File: src/rtl/rst_seq_pkg.sv
// Shared types and constants for the reset sequencer.
package rst_seq_pkg;

  typedef enum logic [2:0] {
    ASSERT    = 3'd0,
    WAIT_LOCK = 3'd1,
    HOLD      = 3'd2,
    RELEASE   = 3'd3,
    RUN       = 3'd4
  } seq_state_t;

  localparam logic [1:0] CAUSE_POR  = 2'b00;
  localparam logic [1:0] CAUSE_LOCK = 2'b01;
  localparam logic [1:0] CAUSE_EXT  = 2'b10;
  localparam logic [1:0] CAUSE_SW   = 2'b11;

  // Width of the channel index; never narrower than one bit.
  function automatic int unsigned stage_w(input int unsigned n);
    return (n <= 1) ? 1 : $clog2(n);
  endfunction

endpackage

File: src/rtl/rst_sync_bit.sv
// Multi-flop synchronizer for a single asynchronous bit, reset to 0.
module rst_sync_bit #(
  parameter int unsigned SYNC_STAGES = 2
) (
  input  logic clk,
  input  logic rst_n,
  input  logic d,
  output logic q
);

  logic [SYNC_STAGES-1:0] chain;

  always_ff @(posedge clk or negedge rst_n) begin
    if (!rst_n) chain <= '0;
    else        chain <= {chain[SYNC_STAGES-2:0], d};
  end

  assign q = chain[SYNC_STAGES-1];

endmodule

File: src/rtl/rst_sequencer_gen.sv
// Lock-gated, staggered reset release for NUM_CH domains with restart cause.
module rst_sequencer_gen #(
  parameter int unsigned NUM_CH      = 4,
  parameter int unsigned HOLD_CYCLES = 16,
  parameter int unsigned STAGE_GAP   = 8,
  parameter int unsigned SYNC_STAGES = 2,
  parameter int unsigned CNT_W       = 8
) (
  input  logic              system_clock,
  input  logic              system_reset_n,
  input  logic              ext_reset,
  input  logic              mmcm_locked,
  input  logic              sw_reset_req,
  output logic [NUM_CH-1:0] ch_reset,
  output logic              seq_done,
  output logic              busy,
  output logic [1:0]        reset_cause
);

  import rst_seq_pkg::*;

  localparam int unsigned       STG_W     = stage_w(NUM_CH);
  localparam logic [CNT_W-1:0]  HOLD_LAST = CNT_W'(HOLD_CYCLES - 1);
  localparam logic [CNT_W-1:0]  GAP_LAST  = CNT_W'(STAGE_GAP - 1);
  localparam logic [STG_W-1:0]  LAST_STG  = STG_W'(NUM_CH - 1);
  localparam logic [NUM_CH-1:0] ONE       = NUM_CH'(1);

  seq_state_t       state;
  logic [CNT_W-1:0] cnt;
  logic [STG_W-1:0] stage;
  logic [STG_W-1:0] next_stg;
  logic             ext_sync, lock_sync;
  logic             ext_prev, lock_prev;
  logic             ext_rise, lock_fall, restart;

  rst_sync_bit #(.SYNC_STAGES(SYNC_STAGES)) u_ext_sync (
    .clk   (system_clock),
    .rst_n (system_reset_n),
    .d     (ext_reset),
    .q     (ext_sync)
  );

  rst_sync_bit #(.SYNC_STAGES(SYNC_STAGES)) u_lock_sync (
    .clk   (system_clock),
    .rst_n (system_reset_n),
    .d     (mmcm_locked),
    .q     (lock_sync)
  );

  assign ext_rise  = ext_sync & ~ext_prev;
  assign lock_fall = ~lock_sync & lock_prev;
  assign restart   = (state != ASSERT) & (ext_rise | lock_fall | sw_reset_req);
  assign next_stg  = stage + 1'b1;

  // Sequencer FSM; every output is a register updated here.
  always_ff @(posedge system_clock or negedge system_reset_n) begin
    if (!system_reset_n) begin
      state       <= ASSERT;
      cnt         <= '0;
      stage       <= '0;
      ch_reset    <= '1;
      seq_done    <= 1'b0;
      busy        <= 1'b1;
      reset_cause <= CAUSE_POR;
      ext_prev    <= 1'b0;
      lock_prev   <= 1'b0;
    end else begin
      ext_prev  <= ext_sync;
      lock_prev <= lock_sync;
      if (restart) begin
        state       <= ASSERT;
        cnt         <= '0;
        stage       <= '0;
        ch_reset    <= '1;
        seq_done    <= 1'b0;
        busy        <= 1'b1;
        reset_cause <= ext_rise  ? CAUSE_EXT  :
                       lock_fall ? CAUSE_LOCK : CAUSE_SW;
      end else begin
        case (state)
          ASSERT: begin
            ch_reset <= '1;
            state    <= WAIT_LOCK;
          end
          WAIT_LOCK: begin
            if (lock_sync && !ext_sync) begin
              state <= HOLD;
              cnt   <= '0;
            end
          end
          HOLD: begin
            if (cnt == HOLD_LAST) begin
              cnt      <= '0;
              stage    <= '0;
              ch_reset <= ch_reset & ~ONE;
              // A single channel is fully released here, so RELEASE is skipped.
              if (NUM_CH == 1) begin
                state    <= RUN;
                seq_done <= 1'b1;
                busy     <= 1'b0;
              end else begin
                state <= RELEASE;
              end
            end else begin
              cnt <= cnt + 1'b1;
            end
          end
          RELEASE: begin
            if (cnt == GAP_LAST) begin
              cnt      <= '0;
              stage    <= next_stg;
              ch_reset <= ch_reset & ~(ONE << next_stg);
              if (next_stg == LAST_STG) begin
                state    <= RUN;
                seq_done <= 1'b1;
                busy     <= 1'b0;
              end
            end else begin
              cnt <= cnt + 1'b1;
            end
          end
          RUN: begin
            seq_done <= 1'b1;
            busy     <= 1'b0;
          end
          default: state <= ASSERT;
        endcase
      end
    end
  end

endmodule
File: config.mk
export PLATFORM = sky130hd
export DESIGN_NAME = rst_sequencer_gen
export DESIGN_NICKNAME = d
export VERILOG_FILES = /design/src/rtl/rst_seq_pkg.sv /design/src/rtl/rst_sync_bit.sv /design/src/rtl/rst_sequencer_gen.sv
export SDC_FILE = /design/constraint.sdc
export NUM_CORES = 1
export LEC_CHECK = 0
export BUFFER_PORTS_ARGS = -buffer_cell sky130_fd_sc_hd__buf_4
export CAP_MARGIN = 30
export CORE_ASPECT_RATIO = 1.75
export CORE_MARGIN = 1
export CORE_UTILIZATION = 50
export DETAILED_ROUTE_END_ITERATION = 8
export PLACE_DENSITY = 0.79
export SETUP_SLACK_MARGIN = 0.4
export SYNTH_ARGS = -nofsm -noshare
export SYNTH_HDL_FRONTEND = slang
export SYNTH_SLANG_ARGS = --single-unit
export TNS_END_PERCENT = 5
File: constraint.sdc
create_clock -name system_clock -period 4.7 [get_ports system_clock]
set_input_delay 0.705 -clock system_clock [delete_from_list [all_inputs] [get_ports system_clock]]
set_output_delay 0.705 -clock system_clock [all_outputs]
set_load 0.05 [all_outputs]
==> summary.md, run 1 <==
| Metric | Value |
|---|---|
| Max VDD drop | 0.000245 V |
| P per Cell Area | 366 nW/um^2 |
| Full die area | 2950 um^2 |
| Slew Viols, Final | 0 |
| Post-route antenna net violation count | 0 |
| Req. time, crit path | 4.92 ns |
| First-pass GRT wire length | 4.61 mm |
| Setup TNS | 0 ns |
| Clk sinks | 27 |
| Switching Share | 0.345 |
| Synth Cell Area | 1370 um^2 |
| Largest net degree at the start of global routing | 28 |
| Met3 usage | 0.0281 |
| Core Rows | 24 |
| Yosys cell types | 38 |
| Root buffer cell | clkbuf_8 |
| Slew HR | 0.509 |
| Hold/Removal Path Class | in -> async |
| Mapped Nets | 143 |
| Combinational power share | 0.262 |
| Tcrit/Tclk final | 0.455 |
| Vias per inst | 5.91 |
| I/O pins | 13 |
| Internal | 362 uW |
| Fill count | 219 |
| EDFF count, synth | 0 |
| DRT iter0 DRCs | 30 |
| Final Util | 0.591 |
| Proportion of power drawn by the clock network | 0.243 |
| CTS Buffer Depth | 2 |
| Worst Skew | 0.00387 ns |
| Largest stage delay, worst path | 0.68 ns |
| Syn Inst Count | 133 |
| Yosys reg bits | 27 |
| Clock transition at the registers of the reported paths | 0.09 ns |
| Residual DRC | 0 |
| CTS tree | yes |
| Pre-CTS WS | 2.29 ns |
| Final Cell Area | 1510 um^2 |
| Grt ovf | 0 |
| Final WS setup | 2.56 ns |
| Vias | 999 |
| Die extent in y | 71.2 um |
| Port Buffers | 12 |
| Critical-path top delay cell | nor3_2 |
| Sequential Power Share | 0.494 |
| CTS H-Tree Depth | 1 |
| Area delta synth->final | 10.3% |
| Core Footprint | 2550 um^2 |
| Status | finished, final reports clean |
| Worst Path Arrival | 2.36 ns |
| Fmax | 0.468 GHz |
| Post-synthesis sequential area ratio | 0.499 |
| GR Util All Layers | 0.204 |
| Final hold slack | 0.317 ns |
| Leak Pwr | 0.669 nW |
| Layout cells sized above 1 | 0.196 |
| Final hold vios | 0 |
| FF-to-FF Start | u_ext_sync.chain[1] |
| Non-filler cells, final | 169 |
| CTS-repair resized insts | 0 |
| Post-Route WL | 2.61 mm |
| MaxCap Viol Count | 0 |
| First-pass DRT Iterations | 5 |
| Placed Area | 1460 um^2 |
| Crit path kind | reg -> reg |
| Crit-path cells | nor2b_1 > or3_1 > nor3_2 > a21o_1 > a22o_1 |
| Antenna violations before repair | 0 |
| GP Congestion | 0.791 |
| Buffer count from post-CTS setup fixing | 0 |
| Critical path fanouts, max | 13 |
| Final Critical Period | 2.14 ns |
| Die Width | 41.5 um |
| GR Util met2 | 0.356 |
| Vias in the first global route | 1012 |
| Switching power | 190 uW |
| CTS buffer count | 3 |
| Routed WL per cell | 15.4 um |
| Skew-Pair Late Insertion Delay | 0.28 ns |
| Global route hottest layer | met2 |
| Crit path capture type | register |
| Final HPWL DP | 1.89 mm |
| Net count, final | 154 |
| Ys flop type | dfrtp_1 |
| CTS Hold Buffers Added | 0 |
| Critical path origin | u_ext_sync.chain[1] |
| Post-synth ARST share | 1.00 |
| Yosys warning count | 0 |
| Setup crit start kind | register |
| Cell count after placement | 165 |
| Worst Tran Pin Value | 0.733 ns |
| Starting Density | 0.535 |
| Met1 Usage GRT | 0.227 |
| Final setup viols | 0 |
| Overall power | 552 uW |
| RSZ-0062 raised after global routing | no |
| Avg Cell Area, Syn | 10.3 um^2 |
| # diodes | 0 |
==> final cells by class <==
type	count	area (um^2)	area share
tap	26	32.5	0.0216
multi-input combinational	94	631	0.418
clock inverter	1	5.00	0.00332
timing repair buffer	13	97.6	0.0647
clock buffer	3	41.3	0.0274
sequential	27	682	0.452
inverter	5	18.8	0.0124
==> cell families after synthesis <==
group | Yosys count | synth area share
xor gates and xnor gates | 3 | 0.0192
DFF | 27 | 0.499
muxes | 6 | 0.0449
adders and majority gates | 5 | 0.0458
AOI/OAI and AO/OA | 35 | 0.174
and+or+nand+nor | 45 | 0.178
buffers and inverters | 12 | 0.0394
==> critical path, delay by kind of cell (launching register included) <==
kind             cells  cell delay (ns)
flip-flops           1             0.40
AND/OR/NAND/NOR      3             1.34
AO/OA/AOI/OAI        2             0.34
==> worst paths after layout <==
path | endpoint | slack [ns] | cells after the start
worst max-delay path | cnt[5] | 2.56 | 5
max in group asynchronous | ch_reset[3] | 4.08 | 1
worst min-delay path | reset_cause[0] | 0.32 | 1
min in group system_clock | u_ext_sync.chain[1] | 0.36 | 0
worst min register to register | u_ext_sync.chain[1] | 0.36 | 0
worst max register to register | cnt[5] | 2.56 | 5
==> state kept, by name (all words and copies together), names as in the netlist <==
name / count
cnt: 8
ch_reset: 4
state: 3
reset_cause: 2
stage: 2
u_ext_sync.chain: 2
u_lock_sync.chain: 2
busy: 1
ext_prev: 1
lock_prev: 1
seq_done: 1
==> layer usage <==
layer  up-vias  routed length, um
met4         0                 82
met2        14               1400
li1        490                  -
met5         -                  0
met3         7                 52
met1       488               1070
==> layout by cell type, fill, tap and decap left out, types with 2 or more instances in the layout <==
cell      instances
dfstp_2           5
ha_1              5
nand2_1           7
buf_4            13
nand3_1           6
a31oi_1           3
and3_1            2
o22ai_1           2
a21oi_1           9
nor2_1           14
xor2_1            2
nand2b_1          2
o21ai_0           4
inv_1             5
a21o_1            5
mux2i_1           5
nor2b_1           3
clkbuf_8          3
a41oi_1           3
dfrtp_1          22
nor3_1            2
a22o_1            4
nor3_2            2
==> power by group through the flow <==
| stage | registers (mW) | logic [mW] | clock network [mW] |
|---|---|---|---|
| after global routing | 0.278 | 0.159 | 0.148 |
| after floorplan | 0.296 | 0.0875 | 0 |
| after CTS | 0.273 | 0.146 | 0.138 |
| after detailed placement | 0.278 | 0.146 | 0 |
| final | 0.273 | 0.145 | 0.134 |
| after global placement | 0.277 | 0.141 | 0 |
==> cell usage after synthesis (4+ instances only) <==
cell      count  area, um^2
mux2i_1       5        50.1
dfstp_2       5         131
a21oi_1       9        45.0
o21ai_0       4        20.0
inv_1         5        18.8
nand2_1       7        26.3
ha_1          5        62.6
dfrtp_1      22         551
nor2_1       14        52.6
nand3_1       6        30.0
clkbuf_1      5        18.8
a22o_1        4        35.0
a21o_1        5        37.5
Power figures use the tool's default switching activity.
==> run 2, diff against run 1 <==
--- a/config.mk
+++ b/config.mk
@@ -5,6 +5,7 @@
 export SDC_FILE = /design/constraint.sdc
 export NUM_CORES = 1
 export LEC_CHECK = 0
+export ABC_AREA = 1
 export BUFFER_PORTS_ARGS = -buffer_cell sky130_fd_sc_hd__buf_4
 export CAP_MARGIN = 30
 export CORE_ASPECT_RATIO = 1.75
==> constraint.sdc (replaced) <==
create_clock -name system_clock -period 2.2 [get_ports system_clock]
set_input_delay 0.33 -clock system_clock [delete_from_list [all_inputs] [get_ports system_clock]]
set_output_delay 0.33 -clock system_clock [all_outputs]
set_load 0.05 [all_outputs]
==> summary.md, run 2 <==
| Metric | Value |
|---|---|
| Cell mode on critical path | nand3_2 |
| I/O pins | 13 (unchanged) |
| Share of the synthesized area in the top cell type | 0.347 (-0.0557) |
| Vias per inst | 5.26 (-11%) |
| Setup crit start kind | register |
| R2R setup slack | 0.66 ns (-1.90 ns) |
| Yosys cell types | 31 (-18%) |
| Yosys reg bits | 27 (unchanged) |
| Post-synth ARST share | 1.00 (unchanged) |
| Final Util | 0.598 (+0.00695) |
| Largest net degree at the start of global routing | 28 (unchanged) |
| Core Rows | 26 (+8.3%) |
| Final WS setup | 0.665 ns (-1.90 ns) |
| Vias | 1268 (+27%) |
| Slew Viols, Final | 0 (unchanged) |
| Port Buffers | 12 (unchanged) |
| Final Critical Period | 1.54 ns (-0.602 ns) |
| FF-to-FF Start | cnt[0] |
| Yosys warning count | 0 (unchanged) |
| DRT iter0 DRCs | 85 (+180%) |
| Dominant cell type by area after synthesis | dfrtp_1 |
| Commonest non-fill, non-tap cell in the layout | nand2_1 |
| GP Congestion | 0.820 (+3.7%) |
| Clk sinks | 27 (unchanged) |
| CP top delay family | simple AND/OR/NAND/NOR gates |
| EDFF count, synth | 0 (unchanged) |
| Vias in the first global route | 1259 (+24%) |
| Routed WL per cell | 12.8 um (-17%) |
| Worst Skew | 0.00329 ns (-0.000582 ns) |
| Max FFs per register | 8 (unchanged) |
| First-pass DRT Iterations | 4 (-1) |
| Synth Cell Area | 1590 um^2 (+16%) |
| Most flop-heavy register | cnt |
| Pre-CTS WS | 0.691 ns (-1.60 ns) |
| Crit-path cells | ha_1 > nand3_1 > nor2_2 > inv_1 > nand3_2 > nand3_2 > nand2_1 > o21ai_1 |
| Post-route antenna net violation count | 0 (unchanged) |
| Critical-path top delay cell | dfrtp_1 |
| Routed metal-1 wirelength | 1.17 mm (+9.2%) |
| RSZ-0062 raised after global routing | no |
| R2R Path End | stage[1] |
| Ys flop type | dfrtp_1 |
| R2R depth | 8 (+3) |
| Top area cells in the synthesized netlist | dfrtp_1 (35%), nand2_1 (13%), dfstp_2 (8.3%) |
| Cell with the most instances after synthesis | nand2_1 |
| Min-delay src | mmcm_locked |
| CTS buffer count | 3 (unchanged) |
| # diodes | 0 (unchanged) |
| Fmax | 0.651 GHz (+39%) |
| Crit. path cell count | 8 (+3) |
| Die Width | 44.6 um (+7.3%) |
| MaxCap Viol Count | 0 (unchanged) |
| First-pass GRT wire length | 5.31 mm (+15%) |
| Uppermost layer routed | met4 |
| Starting Density | 0.536 (about the same) |
| Slew HR | 0.753 (+0.244) |
| Req. time, crit path | 2.37 ns (-2.55 ns) |
| Largest stage delay, worst path | 0.41 ns (-0.27 ns) |
| Crit path kind | reg -> reg |
| Skew-Pair Late Insertion Delay | 0.27 ns (about the same) |
| Max VDD drop | 0.000888 V (+260%) |
| Critical path origin | cnt[0] |
| GR Util All Layers | 0.204 (-0.000542) |
| WP buf/inv | 1 (+1) |
| Commonest cells in the netlist | nand2_1 (55), dfrtp_1 (22), inv_1 (20) |
| Area delta synth->final | 11.6% |
| Hold/Removal Path Class | in -> reg |
| Full die area | 3410 um^2 (+15%) |
| Tcrit/Tclk final | 0.698 (+0.243) |
| Final hold vios | 0 (unchanged) |
| Core Footprint | 2960 um^2 (+16%) |
| Post-Route WL | 3.08 mm (+18%) |
| Critical path fanouts, max | 4 (-9) |
| Die extent in y | 76.5 um (+7.5%) |
| Final HPWL DP | 2.35 mm (+24%) |
| CTS H-Tree Depth | 1 (unchanged) |
| P per Cell Area | 1070 nW/um^2 (+190%) |
| Worst Path Arrival | 1.71 ns (-0.65 ns) |
| Hold Crit Depth | 1 |
| Met3 wire len | 79 um (+52%) |
| Min-Delay Endpoint | u_lock_sync.chain[0] |
| Net count, final | 210 (+36%) |
| Most frequent cells in the layout | nand2_1 (55), dfrtp_1 (22), inv_1 (20) |
| Worst Tran Pin Value | 0.371 ns (-0.361 ns) |
| Grt ovf | 0 (unchanged) |
| Antenna violations before repair | 0 (unchanged) |
| Syn Inst Count | 184 (+38%) |
| Buffer count from post-CTS setup fixing | 0 (unchanged) |
| Met2 wire len | 1.74 mm (+24%) |
| Post-synthesis sequential area ratio | 0.430 (-0.0689) |
| Root buffer cell | clkbuf_8 |
| Setup TNS | 0 ns (unchanged) |
| CTS Buffer Depth | 2 (unchanged) |
| Mapped Nets | 194 (+36%) |
| Leak Pwr | 0.885 nW (+32%) |
| Residual DRC | 0 (unchanged) |
| Crit path capture type | register |
| Layout cells sized above 1 | 0.246 (+0.0504) |
| Status | finished, final reports clean |
| Final setup viols | 0 (unchanged) |
| Avg Cell Area, Syn | 8.62 um^2 (-16%) |
| Clock transition at the registers of the reported paths | 0.10 ns (about the same) |
| CTS tree | yes |
| Top Registers | cnt x8, ch_reset x4, state x3 |
## run 2: changes by cell type in the layout (fill, tap and decap cells not counted), sizes merged, moves of 6 or more
cell / change
o21ai: +11
inv: +18
nand3: +15
nand2: +54
a21oi: -6
## run 2: metal layers
layer  global-route usage  vias up
met3               0.0261        9
met2                0.349       28
met4               0.0970        0
met1                0.239      605
met5                    0        -
li1                     -      626
## run 2: area by class of cell
class                   instances  area, um^2
fillers                       268        1190
repair buffers                 13         100
clock inverters                 1        8.76
clock buffers                   3        41.3
multi-input cells             132         793
well taps                      42        52.6
inverters                      23        91.3
flip-flops and latches         27         682
## run 2: through the flow
step | instances | total power [mW] | hold slack, ns | area (um^2)
after floorplan | 184 | 1.40 | 0.0344 | 1590
after detailed placement | 236 | 1.61 | 0.264 | 1710
after CTS | 241 | 1.91 | 0.154 | 1770
final | 241 | 1.89 | 0.152 | 1770
after global routing | 241 | 2.00 | 0.145 | 1770
after global placement | 236 | 1.58 | 0.252 | 1710
## run 2: worst max-delay path by stage
stage / slack (ns) / endpoint
final: 0.66 / stage[1]
after global routing: 0.56 / state[1]
after CTS: 0.67 / stage[1]
after detailed placement: 0.69 / stage[1]
after global placement: 0.77 / stage[1]
after floorplan: 0.86 / state[1]
## run 2: what timing repair did
item | 4_1_cts | 5_1_grt
resized for setup | 0 | 0
hold buffers | 1 | 0
endpoints found under the hold margin | 22 | 0
## run 2: power by group
part	total, mW	internal, mW	leakage (nW)	switching (mW)
Sequential	0.705	0.612	0.334	0.0934
Clock	0.295	0.133	0.0261	0.162
Combinational	0.891	0.278	0.524	0.612
## run 2: kinds of logic (layout without fill, tap and decap cells)
group | count (synthesis) | in the layout | share of synthesized area
fa+ha+maj | 5 | 5 | 0.0395
compound gates | 22 | 22 | 0.0908
mux | 1 | 1 | 0.00947
xor+xnor | 3 | 3 | 0.0166
flops | 27 | 27 | 0.430
simple gates | 101 | 101 | 0.344
buf+inv | 25 | 40 | 0.0695
